## config.mk

```make
export PLATFORM = sky130hd
export DESIGN_NAME = spi_master_arbiter_flat
export DESIGN_NICKNAME = d
export VERILOG_FILES = /design/src/rtl/spi_master_arbiter_if.sv /design/src/rtl/spi_master_arbiter.sv /design/src/flat_wrapper.sv
export SDC_FILE = /design/constraint.sdc
export NUM_CORES = 1
export LEC_CHECK = 0
export BUFFER_PORTS_ARGS = -buffer_cell sky130_fd_sc_hd__buf_2
export CORE_ASPECT_RATIO = 2
export CORE_MARGIN = 2
export CORE_UTILIZATION = 50
export CTS_BUF_LIST = sky130_fd_sc_hd__clkbuf_8 sky130_fd_sc_hd__clkbuf_16
export DETAILED_ROUTE_END_ITERATION = 8
export PLACE_DENSITY = 0.8
export SLEW_MARGIN = 25
export SYNTH_ARGS = -nofsm -noshare
export SYNTH_HDL_FRONTEND = slang
export SYNTH_SLANG_ARGS = --single-unit
```

## constraint.sdc

```tcl
create_clock -name clk -period 2.9 [get_ports clk]
set_clock_uncertainty 0.1 [all_clocks]
set_input_delay 0.145 -clock clk [delete_from_list [all_inputs] [get_ports clk]]
set_output_delay 0.145 -clock clk [all_outputs]
set_load 0.02 [all_outputs]
```

## src/rtl/spi_master_arbiter_if.sv

```systemverilog
// spi_master_arbiter_if
// Bundles every signal of spi_master_arbiter except clk/rst: the requester
// side (req/last/tx_data in, tx_ready/rx_data/rx_valid/grant/cs_n/busy/err
// out), the SPI_MASTER side (m_start/m_tx out, m_ss/m_rx in) and a debug view
// of the arbiter FSM state and round-robin pointer.
//
// Handshake semantics (the only place they are written down):
//   - A requester raises req[i] and keeps it high for its whole transaction,
//     presenting its current byte on tx_data[i*DWIDTH +: DWIDTH] together with
//     last[i]. A one-cycle tx_ready[i] pulse means that byte and flag were
//     consumed; the next byte must be on the bus before the next load.
//   - rx_valid[i] is a one-cycle pulse qualifying the shared rx_data for
//     requester i. There is no back-pressure on rx.
//   - err[i] is a one-cycle pulse when the SPI master never lowered ss.
//
// Modports:
//   master - the arbiter itself (owns grant/chip selects and drives the
//            SPI_MASTER start/tx inputs).
//   slave  - the environment: requesters plus the SPI_MASTER instance.
interface spi_master_arbiter_if #(
  parameter int NREQ   = 4,
  parameter int DWIDTH = 8
);
  localparam int PW = (NREQ > 1) ? $clog2(NREQ) : 1;

  logic [NREQ-1:0]        req;
  logic [NREQ-1:0]        last;
  logic [NREQ*DWIDTH-1:0] tx_data;
  logic [NREQ-1:0]        tx_ready;
  logic [DWIDTH-1:0]      rx_data;
  logic [NREQ-1:0]        rx_valid;
  logic [NREQ-1:0]        grant;
  logic [NREQ-1:0]        cs_n;
  logic                   busy;
  logic [NREQ-1:0]        err;
  logic                   m_start;
  logic [DWIDTH-1:0]      m_tx;
  logic                   m_ss;
  logic [DWIDTH-1:0]      m_rx;
  logic [2:0]             dbg_state;
  logic [PW-1:0]          dbg_ptr;

  modport master (
    input  req, last, tx_data, m_ss, m_rx,
    output tx_ready, rx_data, rx_valid, grant, cs_n, busy, err,
           m_start, m_tx, dbg_state, dbg_ptr
  );

  modport slave (
    output req, last, tx_data, m_ss, m_rx,
    input  tx_ready, rx_data, rx_valid, grant, cs_n, busy, err,
           m_start, m_tx, dbg_state, dbg_ptr
  );
endinterface

```

## src/rtl/spi_master_arbiter.sv

```systemverilog
// spi_master_arbiter
// Shares one SPI_MASTER among NREQ requesters. A round-robin pick selects the
// owner, its active-low chip select is held for every byte of its
// transaction, each byte is pushed through the master's start/tx inputs and
// the byte received on m_rx is routed back with a one-hot rx_valid.
//
// Ports:
//   clk  - system clock (same clock as SPI_MASTER)
//   rst  - synchronous, active-low reset
//   bus  - spi_master_arbiter_if.master: requester handshake, SPI_MASTER
//          control/data, debug state (dbg_state) and pointer (dbg_ptr)
//
// Parameters NREQ and DWIDTH must match those of the connected interface.
module spi_master_arbiter #(
  parameter int NREQ          = 4,
  parameter int DWIDTH        = 8,
  parameter int CS_GAP        = 2,
  parameter int START_TIMEOUT = 1023
) (
  input  logic                clk,
  input  logic                rst,
  spi_master_arbiter_if.master bus
);
  localparam int PW = (NREQ > 1) ? $clog2(NREQ) : 1;
  localparam int TW = $clog2(START_TIMEOUT + 1);
  localparam int GW = (CS_GAP > 1) ? $clog2(CS_GAP + 1) : 1;

  typedef enum logic [2:0] {
    S_IDLE    = 3'd0,
    S_LOAD    = 3'd1,
    S_START   = 3'd2,
    S_XFER    = 3'd3,
    S_RELEASE = 3'd4,
    S_GAP     = 3'd5
  } state_t;

  state_t            state, state_nx;
  logic [PW-1:0]     ptr;
  logic [PW-1:0]     g;
  logic [PW-1:0]     sel;
  logic              sel_valid;
  logic [PW:0]       sum;
  logic [TW-1:0]     timer;
  logic [GW-1:0]     gap_cnt;
  logic              last_r;
  logic              start_timeout;

  logic [NREQ-1:0]   grant_r;
  logic [NREQ-1:0]   cs_n_r;
  logic [NREQ-1:0]   tx_ready_r;
  logic [NREQ-1:0]   rx_valid_r;
  logic [NREQ-1:0]   err_r;
  logic              m_start_r;
  logic [DWIDTH-1:0] m_tx_r;
  logic [DWIDTH-1:0] rx_data_r;

  // Round-robin pick: first requester at or after ptr, wrapping around.
  always_comb begin
    sel       = ptr;
    sel_valid = 1'b0;
    sum       = '0;
    for (int k = 0; k < NREQ; k++) begin
      sum = {1'b0, ptr} + (PW+1)'(k);
      if (sum >= (PW+1)'(NREQ)) sum = sum - (PW+1)'(NREQ);
      if (!sel_valid && bus.req[sum[PW-1:0]]) begin
        sel       = sum[PW-1:0];
        sel_valid = 1'b1;
      end
    end
  end

  always_ff @(posedge clk) begin
    if (!rst) state <= S_IDLE;
    else      state <= state_nx;
  end

  always_comb begin
    state_nx      = state;
    start_timeout = 1'b0;
    case (state)
      S_IDLE:    if (sel_valid) state_nx = S_LOAD;
      S_LOAD:    state_nx = S_START;
      S_START: begin
        // A low ss wins over a timeout expiring in the same cycle.
        if (!bus.m_ss) begin
          state_nx = S_XFER;
        end else if (timer == TW'(START_TIMEOUT - 1)) begin
          start_timeout = 1'b1;
          state_nx      = S_RELEASE;
        end
      end
      S_XFER: begin
        if (bus.m_ss) begin
          // A requester that drops req without last aborts quietly.
          if (last_r || !bus.req[g]) state_nx = S_RELEASE;
          else                       state_nx = S_LOAD;
        end
      end
      S_RELEASE: state_nx = S_GAP;
      S_GAP:     if (gap_cnt == GW'(CS_GAP - 1)) state_nx = S_IDLE;
      default:   state_nx = S_IDLE;
    endcase
  end

  always_ff @(posedge clk) begin
    if (!rst) begin
      ptr        <= '0;
      g          <= '0;
      timer      <= '0;
      gap_cnt    <= '0;
      last_r     <= 1'b0;
      grant_r    <= '0;
      cs_n_r     <= '1;
      tx_ready_r <= '0;
      rx_valid_r <= '0;
      err_r      <= '0;
      m_start_r  <= 1'b0;
      m_tx_r     <= '0;
      rx_data_r  <= '0;
    end else begin
      tx_ready_r <= '0;
      rx_valid_r <= '0;
      err_r      <= '0;
      case (state)
        S_IDLE: begin
          if (sel_valid) begin
            g       <= sel;
            grant_r <= NREQ'(1) << sel;
            cs_n_r  <= ~(NREQ'(1) << sel);
          end
        end
        S_LOAD: begin
          m_tx_r     <= bus.tx_data[g*DWIDTH +: DWIDTH];
          last_r     <= bus.last[g];
          tx_ready_r <= grant_r;
          m_start_r  <= 1'b1;
          timer      <= '0;
        end
        S_START: begin
          if (!bus.m_ss) begin
            m_start_r <= 1'b0;
          end else if (start_timeout) begin
            m_start_r <= 1'b0;
            err_r     <= grant_r;
            timer     <= TW'(START_TIMEOUT);
          end else if (timer != TW'(START_TIMEOUT)) begin
            timer <= timer + 1'b1;
          end
        end
        S_XFER: begin
          if (bus.m_ss) begin
            rx_data_r  <= bus.m_rx;
            rx_valid_r <= grant_r;
          end
        end
        S_RELEASE: begin
          cs_n_r  <= '1;
          grant_r <= '0;
          ptr     <= (g == PW'(NREQ - 1)) ? '0 : g + 1'b1;
          gap_cnt <= '0;
        end
        S_GAP:   gap_cnt <= gap_cnt + 1'b1;
        default: ;
      endcase
    end
  end

  assign bus.grant     = grant_r;
  assign bus.cs_n      = cs_n_r;
  assign bus.tx_ready  = tx_ready_r;
  assign bus.rx_valid  = rx_valid_r;
  assign bus.err       = err_r;
  assign bus.m_start   = m_start_r;
  assign bus.m_tx      = m_tx_r;
  assign bus.rx_data   = rx_data_r;
  assign bus.busy      = (state != S_IDLE);
  assign bus.dbg_state = state;
  assign bus.dbg_ptr   = ptr;
endmodule
```

## src/flat_wrapper.sv

```systemverilog
// flat-port wrapper written by rule: the top's interface ports become plain ports
module spi_master_arbiter_flat 
#(
  parameter int NREQ          = 4,
  parameter int DWIDTH        = 8,
  parameter int CS_GAP        = 2,
  parameter int START_TIMEOUT = 1023
)
  (clk, rst, bus_req, bus_last, bus_tx_data, bus_m_ss, bus_m_rx, bus_tx_ready, bus_rx_data, bus_rx_valid, bus_grant, bus_cs_n, bus_busy, bus_err, bus_m_start, bus_m_tx, bus_dbg_state, bus_dbg_ptr);
  spi_master_arbiter_if #(.NREQ(NREQ), .DWIDTH(DWIDTH)) bus_i ();
  input  logic clk;
  input  logic rst;
  input wire logic [$bits(bus_i.req)-1:0] bus_req;
  input wire logic [$bits(bus_i.last)-1:0] bus_last;
  input wire logic [$bits(bus_i.tx_data)-1:0] bus_tx_data;
  input wire logic [$bits(bus_i.m_ss)-1:0] bus_m_ss;
  input wire logic [$bits(bus_i.m_rx)-1:0] bus_m_rx;
  output wire logic [$bits(bus_i.tx_ready)-1:0] bus_tx_ready;
  output wire logic [$bits(bus_i.rx_data)-1:0] bus_rx_data;
  output wire logic [$bits(bus_i.rx_valid)-1:0] bus_rx_valid;
  output wire logic [$bits(bus_i.grant)-1:0] bus_grant;
  output wire logic [$bits(bus_i.cs_n)-1:0] bus_cs_n;
  output wire logic [$bits(bus_i.busy)-1:0] bus_busy;
  output wire logic [$bits(bus_i.err)-1:0] bus_err;
  output wire logic [$bits(bus_i.m_start)-1:0] bus_m_start;
  output wire logic [$bits(bus_i.m_tx)-1:0] bus_m_tx;
  output wire logic [$bits(bus_i.dbg_state)-1:0] bus_dbg_state;
  output wire logic [$bits(bus_i.dbg_ptr)-1:0] bus_dbg_ptr;
  assign bus_i.req = bus_req;
  assign bus_i.last = bus_last;
  assign bus_i.tx_data = bus_tx_data;
  assign bus_i.m_ss = bus_m_ss;
  assign bus_i.m_rx = bus_m_rx;
  assign bus_tx_ready = bus_i.tx_ready;
  assign bus_rx_data = bus_i.rx_data;
  assign bus_rx_valid = bus_i.rx_valid;
  assign bus_grant = bus_i.grant;
  assign bus_cs_n = bus_i.cs_n;
  assign bus_busy = bus_i.busy;
  assign bus_err = bus_i.err;
  assign bus_m_start = bus_i.m_start;
  assign bus_m_tx = bus_i.m_tx;
  assign bus_dbg_state = bus_i.dbg_state;
  assign bus_dbg_ptr = bus_i.dbg_ptr;
  spi_master_arbiter #(.NREQ(NREQ), .DWIDTH(DWIDTH), .CS_GAP(CS_GAP), .START_TIMEOUT(START_TIMEOUT)) u_core (.clk(clk), .rst(rst), .bus(bus_i));
endmodule
```

======== Yosys cells after proc, flatten, opt, wreduce, memory -nomap -nowiden ========
Cells that the tools add are included.
storage, ports and cells
  input bits .............................. 51
  flip-flop bits (word level) ............. 57
  output and inout port bits .............. 43
  logic and storage cells ................. 121
operators by class
  magnitude comparators ................... 9
  equality and inequality tests ........... 16
  shift-type cells ........................ 2
  muxes and demuxes ....................... 47
  $add $sub $neg .......................... 10
  bitwise gates (word level) .............. 1
  reduce and logical (&&, ||, !) cells .... 22
operator list
  operator                                                                      number
  32-bit by 6-bit indexed part select with 8-bit output                         1
  10-bit two-way mux                                                            3
  10-bit case mux with 2 select lines                                           1
  2-bit two-way mux                                                             9
  3-bit two-way mux                                                             6
  3-bit case mux with 6 select lines                                            1
  4-bit case mux with 2 select lines                                            2
  2-bit by 3-bit less-than comparator with 1-bit output, second input constant  5
  1-bit two-way mux                                                             15
  1-bit binary-select mux with 2-bit select                                     6
  10-bit by 1-bit adder with 10-bit output, second input constant               1
  10-bit == test, second input constant                                         1
  10-bit != test, second input constant                                         1
  2-bit AND reduction                                                           5
  3-bit >= comparator, second input constant                                    3
  4-bit two-way mux                                                             2
  4-bit AND reduction                                                           2
  2-bit by 1-bit subtractor with 2-bit output, second input constant            4
  2-bit by 2-bit adder with 3-bit output, second input constant                 2
  3-bit by 2-bit == test with 1-bit output, second input constant               2
  3-bit == test, second input constant                                          2
  3-bit by 2-bit != test with 1-bit output, second input constant               2
  3-bit AND reduction                                                           2
  2-bit nonzero test                                                            3
  18 further kinds                                                              26

======== Longest topological paths before layout ========
Gate-level depths: netlist of run 1.
  depth after elaboration ................. 18
  mapped depth ............................ 8
  mapped depth without buffers ............ 7

======== Worst setup path before layout of run 1 ========
OpenSTA, ideal clock, no wires.
  path kind ............................... register to register
  from .................................... reg u_core.timer[0]
  to ...................................... reg u_core.timer[5]
  path slack .............................. 0.893 ns
  period minus slack after synthesis ...... 2.007 ns
  cell stages (with the launch flop) ...... 8
  arrival ................................. 1.790 ns
  buffers on the path ..................... 1
  library setup time ...................... 0.117 ns
  data required time ...................... 2.683 ns
  cells stage by stage .................... dfxtp_1 inv_1 ha_1 or4_4 and3_4 buf_6 a21o_1 a22o_1
between the ends
  word-level cells in the longest chain between the ends .. 7
  elaborated cells between the ends (all ways) .. 12
  those cells by class .................... add/sub: 1; eq/ne: 3; mux: 7; reduce/logical: 1
RTL lines
  what                                                                                              line                       text
  start, declared                                                                                   spi_master_arbiter.sv:43   logic [TW-1:0] timer;
  start signal, assigned                                                                            spi_master_arbiter.sv:145  timer <= TW'(START_TIMEOUT);
  start signal, assigned                                                                            spi_master_arbiter.sv:147  timer <= timer + 1'b1;
  parallel branches: the longest is 7 deep, another holds 10-bit by 1-bit adder with 10-bit output  -
Several ways; the timed one is not identified. The select of a mux whose other input is x is not followed.
A chain may end at the register's enable or synchronous reset.

======== Worst setup path after layout of run 1 ========
  from .................................... reg u_core.state[0], in the netlist u_core.bus.dbg_state[0]
  to ...................................... reg u_core.timer[1]
between the ends
  word-level cells in the longest chain between the ends .. 5
  elaborated cells between the ends (all ways) .. 10
  those cells by class .................... eq/ne: 4; mux: 4; reduce/logical: 2
RTL lines
  what                                      line                                                 text
  start, declared                           spi_master_arbiter.sv:37                             state_t state, state_nx;
  start signal, assigned                    spi_master_arbiter.sv:74                             else state <= state_nx;
  3-bit by 2-bit == test with 1-bit output  spi_master_arbiter.sv:80, spi_master_arbiter.sv:124
  1-bit two-way mux                         spi_master_arbiter.sv:80                             case (state)
  10-bit two-way mux                        spi_master_arbiter.sv:142                            end else if (start_timeout) begin
  10-bit two-way mux                        spi_master_arbiter.sv:140                            if (!bus.m_ss) begin
  10-bit case mux with 2 select lines       spi_master_arbiter.sv:124                            case (state)
Several ways; a longest one is shown, not always the timed one. The select of a mux whose other input is x is not followed.

==> results.ini, run 1 <==
[run_status]
outcome=finished clean

[clocking]
clock-sinks=57
cts_root_buffer=clkbuf_8
cts_hold_buf=8
cts_setup_buffers=0
ctsResizeCount=0
clkLatencyLatePin_ns=0.34
clk_pin_slew_ns=0.06
clockBufferDepth=2
h-tree-depth=3
cts_tree=yes
numCtsBuffers=9

[global_route]
grt_util_all_layers_pct=23.1
grt_pass1_vias=2441
grt-ovfl-total=0
grt_pass1_wl_um=10800
antenna_found_initial=0
grt_start_max_net_pins=48

[hold_path]
holdPathStages=3
min_path_type=in2reg
min_to=u_core.bus.dbg_state[2]$_SDFFE_PN0P_
holdCritStartpoint=bus_m_ss

[setup_path]
crit_start=u_core.bus.dbg_state[0]$_SDFFE_PN0P_
r2r_start=u_core.bus.dbg_state[0]$_SDFFE_PN0P_
worstPathRequired_ns=3.03
worst-r2r-setup-slack_ns=0.68
critical_path_arrival_ns=2.35
rr_endpoint=u_core.timer[1]$_SDFFE_PN0P_
reg2reg_depth=4
critPathMaxFanout=19
startpoint_type=register
cp-end-kind=register
critical_path_class=reg2reg

[sta]
final.min_clock_period_ns=2.22
maxSlewHeadroom_pct=52.4
slew_violations=0
fmax_mhz=450
final_hold_viol_count=0
setup_tns_ns=0
rsz0062_at_grt=no
period_share_pct=76.7
setup_slack_ns=0.676
tightest_slew_ns=0.714
setup_viol=0

[synthesis]
synth_edf_count=0
yosys_most_used_dff=dfxtp_1
synth_cells=302
yosysWarnings=0
seq_area_frac_synth_pct=42.4
synthDistinctLibCells=43
synth_fp_nets=357
syn_area_per_cell_um2=8.92
async_flop_share_pct=0
ys_seq_elements=57
synth_area_um2=2690

[route]
dr.pass1.iters=4
via_per_inst=5.61
ant_nets=0
dr_total_vias=2588
drt_first_iter_violations=95
routedWlPerCell_um=14.6
drt-total-wl_um=6720
drc=0

[floorplanning]
die_area_um2=6020
die_w_um=55.9
start_util_pct=51.9
core_area_um2=5180
num_io_pins=94
die_h_um=108
rows=37

[place]
dpl_worst_slack_ns=0.707
dp_hpwl_um=4970
place_area_um2=3170
numPortBuffers=93
placed_cells=438
gp_congestion=0.853

[pwr]
powerDensity_nw_per_um2=637
p_leak_nw=1.52
ir_drop_mv=0.459
p_total_w=0.00221

[run]
drv_cap=0

[cells_and_area]
syn2layout_area_growth_pct=28.6
nNetsFinal=454
final_area_um2=3460
final_cell_count_no_fill=461
layout_commonest_cell=buf_2
antennaDiodeCount=0
drive_gt1_share_pct=30.3
final_cell_mix=buf_2, dfxtp_1, nand2_1

==> cell families (layout without fill, tap and decap cells) <==
kind of cell	after synthesis	in the layout	share of synthesized area (%)
mux	11	11	8.74
simple gates	129	129	23.4
flops	57	57	42.4
buf+inv	20	121	3.11
fa+ha+maj	4	4	1.86
compound gates	81	81	20.5
==> per-layer routing <==
layer / GRT usage (%) / routed length (um) / up-vias / part of all wire [%]
li1: - / - / 1269 / -
met1: 22.5 / 2410 / 1227 / 36
met5: 0 / 0 / - / 0
met3: 4.09 / 297 / 17 / 4.4
met4: 15.0 / 212 / 0 / 3.2
met2: 43.4 / 3800 / 75 / 57
==> metrics by stage <==
step	utilization, %	hold slack, ns
2_1_floorplan	-	0.180
3_3_place_gp	61.2	0.285
3_5_place_dp	61.2	0.290
4_1_cts	66.8	0.0633
5_1_grt	66.8	0.0892
6_report	66.8	0.0735
==> worst max-delay path: stages (launching register included) <==
cell      delay, ns
dfxtp_1        0.61
or3b_1         0.66
o21ai_1        0.41
o211ai_1       0.17
o211a_1        0.16
==> synth_stat cells (5+ instances only) <==
library cell   n  area, um2
nor2_1        22       82.6
o21ai_1        6       30.0
clkbuf_1      15       56.3
nor2b_1        9       56.3
nand2_1       53        199
o21ai_0       18       90.1
mux4_2        10        225
nor3b_1        5       37.5
o21a_1         6       45.0
a21boi_0       7       52.6
dfxtp_1       57       1140
a21o_1         5       37.5
a21boi_1      16        120
nand3_1       10       50.1
==> area by class of cell <==
cell class / instances / area (um2)
clock inverter: 5 / 72.6
sequential: 57 / 1140
fill: 441 / 1720
clock buffer: 10 / 138
inverter: 3 / 11.3
timing repair buffer: 103 / 561
tap: 58 / 72.6
multi-input combinational: 225 / 1470
==> flip-flops by register name (all words and copies together), names as in the netlist, 3 cells and up <==
| register | count |
|---|---|
| u_core.bus.cs_n | 4 |
| u_core.bus.rx_valid | 4 |
| u_core.bus.grant | 4 |
| u_core.bus.dbg_state | 3 |
| u_core.bus.m_tx | 8 |
| u_core.bus.tx_ready | 4 |
| u_core.bus.err | 4 |
| u_core.bus.rx_data | 8 |
| u_core.timer | 10 |
==> worst max path at each step <==
stage                                    to  slack, ns
2_1_floorplan  u_core.timer[5]$_SDFFE_PN0P_       0.89
3_3_place_gp   u_core.timer[8]$_SDFFE_PN0P_       0.78
3_5_place_dp   u_core.timer[1]$_SDFFE_PN0P_       0.71
4_1_cts        u_core.timer[1]$_SDFFE_PN0P_       0.68
5_1_grt        u_core.timer[0]$_SDFFE_PN0P_       0.52
6_report       u_core.timer[1]$_SDFFE_PN0P_       0.68
==> report_power, final <==
group	switching, W	total [W]	internal [W]	leakage, nW
clock	0.000298	0.000793	0.000494	0.115
combinational	0.000290	0.000507	0.000217	0.943
sequential	0.0000615	0.000906	0.000844	0.463
total	0.000650	0.00221	0.00156	1.52
(Power assumes the default switching activity.)
==> run 2: changes to the inputs <==
==> constraint.sdc (replaced) <==
create_clock -name clk -period 2.05 [get_ports clk]
set_clock_uncertainty 0.1 [all_clocks]
set_input_delay 0.1025 -clock clk [delete_from_list [all_inputs] [get_ports clk]]
set_output_delay 0.1025 -clock clk [all_outputs]
set_load 0.02 [all_outputs]
==> run 2 against run 1 <==
Sequential share of layout area is 0.92 points lower. Final cell count rose by 2.8%. Largest power group unchanged. Register-to-register slack got worse by 0.63 ns. Sequential power grew 40%. Largest cell class unchanged. Core utilization is 2.1 points higher. Die area unchanged. Count of clock-buffer cells in the layout shrank 1. Global-route usage rose by 0.93 points.
==> results.ini, run 2 (synthesis gave the netlist of run 1 again) <==
[run_status]
outcome=finished clean  ; unchanged

[sta]
setup_viol=0  ; unchanged
rsz0062_at_grt=yes  ; was no
slew_violations=0  ; unchanged
final.min_clock_period_ns=2.00  ; was 2.22 ns
period_share_pct=97.6  ; was 76.7%
tightest_slew_ns=0.544  ; was 0.714 ns
maxSlewHeadroom_pct=63.8  ; was 52.4%
final_hold_viol_count=0  ; unchanged
setup_slack_ns=0.0483  ; was 0.676 ns
fmax_mhz=500  ; was 450 MHz

[place]
placed_cells=450  ; was 438
place_area_um2=3260  ; was 3170 um2
dpl_worst_slack_ns=0.0197  ; was 0.707 ns
gp_congestion=0.814  ; was 0.853
numPortBuffers=93  ; unchanged
dp_hpwl_um=5390  ; was 4970 um

[floorplanning]
start_util_pct=51.9  ; unchanged
die_w_um=55.9  ; unchanged
die_h_um=108  ; unchanged
rows=37  ; unchanged
core_area_um2=5180  ; unchanged
die_area_um2=6020  ; unchanged
num_io_pins=94  ; unchanged

[global_route]
grt_start_max_net_pins=34  ; was 48
antenna_found_initial=0  ; unchanged
grt_pass1_wl_um=11400  ; was 10800 um
grt-ovfl-total=0  ; unchanged
grt_pass1_vias=2565  ; was 2441
grt_util_all_layers_pct=24.1  ; was 23.1%

[route]
drt_first_iter_violations=63  ; was 95
via_per_inst=5.57  ; was 5.61
drc=0  ; unchanged
dr.pass1.iters=6  ; was 4
ant_nets=0  ; unchanged
drt-total-wl_um=7110  ; was 6720 um
routedWlPerCell_um=15.0  ; was 14.6 um
dr_total_vias=2638  ; was 2588

[cells_and_area]
antennaDiodeCount=0  ; unchanged
final_cell_count_no_fill=474  ; was 461
final_cell_mix=buf_2, dfxtp_1, nand2_1  ; unchanged
n_fill_cell=435  ; was 441
top_register=u_core.timer  ; unchanged
final_area_um2=3570  ; was 3460 um2
nNetsFinal=466  ; was 454
layout_commonest_cell=buf_2  ; unchanged
syn2layout_area_growth_pct=32.6  ; was 28.6%
largest_register_ffs=10  ; unchanged
drive_gt1_share_pct=33.9  ; was 30.3%

[clocking]
clockBufferDepth=2  ; unchanged
clock-sinks=57  ; unchanged
cts_tree=yes  ; unchanged
h-tree-depth=3  ; unchanged
numCtsBuffers=9  ; unchanged
clk_pin_slew_ns=0.07  ; was 0.06 ns
cts_root_buffer=clkbuf_8  ; unchanged
clkLatencyLatePin_ns=0.34  ; about the same

[hold_path]
min_path_type=in2reg  ; unchanged

[setup_path]
worstPathCellList=ha_2 > nand3_1 > or4_4 > and3_4 > a21o_1 > a22o_1  ; was or3b_1 > o21ai_1 > o211ai_1 > o211a_1
cp_slowest_cell=or4_4  ; was or3b_1
cp-end-kind=register  ; unchanged
cpPeakStageDelay_ns=0.45  ; was 0.66 ns
worstPathRequired_ns=2.18  ; was 3.03 ns
startpoint_type=register  ; unchanged
critical_path_class=reg2reg  ; unchanged
critical_path_arrival_ns=2.13  ; was 2.35 ns
critPathMaxFanout=11  ; was 19

[pwr]
powerDensity_nw_per_um2=896  ; was 637 nW/um2
p_sw_w=0.000979  ; was 0.000650 W
intPower_w=0.00222  ; was 0.00156 W
p_leak_nw=1.57  ; was 1.52 nW
clkPwrFrac_pct=35.9  ; about the same
ir_drop_mv=0.710  ; was 0.459 mV
comb_power_share_pct=24.5  ; was 23.0%
switching_share_pct=30.6  ; was 29.5%
seqPwrFrac_pct=39.6  ; was 41.1%

[run]
drv_cap=0  ; unchanged

[run 2: timing repair]
| action | in CTS | in global routing |
|---|---|---|
| resized for setup | 0 | 4 |
| endpoints found under the hold margin | 8 | 0 |
| setup endpoints to repair | 0 | 6 |
| setup buffers | 0 | 0 |
| hold buffers | 8 | 0 |
[run 2: worst paths after layout]
| check | from | endpoint | slack, ns | depth (start not counted) |
|---|---|---|---|---|
| setup / recovery | u_core.timer[1]$_SDFFE_PN0P_ | u_core.timer[8]$_SDFFE_PN0P_ | 0.05 | 6 |
| hold / removal | bus_m_ss | u_core.bus.dbg_state[2]$_SDFFE_PN0P_ | 0.04 | 3 |
| setup reg to reg | u_core.timer[1]$_SDFFE_PN0P_ | u_core.timer[8]$_SDFFE_PN0P_ | 0.05 | 6 |
| hold reg to reg | u_core.bus.m_tx[4]$_SDFFE_PN0P_ | u_core.bus.m_tx[4]$_SDFFE_PN0P_ | 0.35 | 2 |
[run 2: metal layers]
metal  share of wire (%)  track usage (%)  vias to the layer above
met2                  58             45.9                       92
met3                 5.0             6.85                       17
met1                  34             23.1                     1235
li1                    -                -                     1294
met5                   0                0                        -
met4                 2.7             11.1                        0
[run 2: final cells by class]
class | count | area, um2 | share of cell area (%)
Tap cell | 58 | 72.6 | 2.03
Inverter | 3 | 11.3 | 0.315
Multi-Input combinational cell | 225 | 1470 | 41.3
Clock buffer | 9 | 124 | 3.47
Sequential cell | 57 | 1140 | 32.0
Clock inverter | 7 | 95.1 | 2.66
Timing Repair Buffer | 115 | 651 | 18.2
[run 2: per-stage QoR]
step | power [W] | setup TNS [ns] | utilization, % | hold slack [ns]
floorplan | 0.00178 | 0 | - | 0.137
global placement | 0.00203 | 0 | 62.9 | 0.243
detailed placement | 0.00205 | 0 | 62.9 | 0.250
CTS | 0.00320 | 0 | 68.7 | 0.0245
global route | 0.00335 | -0.00766 | 68.9 | 0.0550
finish | 0.00320 | 0 | 68.9 | 0.0364
[run 2: power by group through the flow]
stage | clock network (W) | logic (W) | registers, W
6_report | 0.00115 | 0.000785 | 0.00127
5_1_grt | 0.00123 | 0.000855 | 0.00127
4_1_cts | 0.00116 | 0.000781 | 0.00126
3_5_place_dp | 0 | 0.000768 | 0.00129
3_3_place_gp | 0 | 0.000750 | 0.00128
2_1_floorplan | 0 | 0.000428 | 0.00136
[run 2: worst max-delay path: cells and delay by family, from the launching register on]
family / cells / cell delay [ns]
fa+ha+maj: 1 / 0.22
simple gates: 3 / 0.82
flops: 1 / 0.37
compound gates: 2 / 0.38
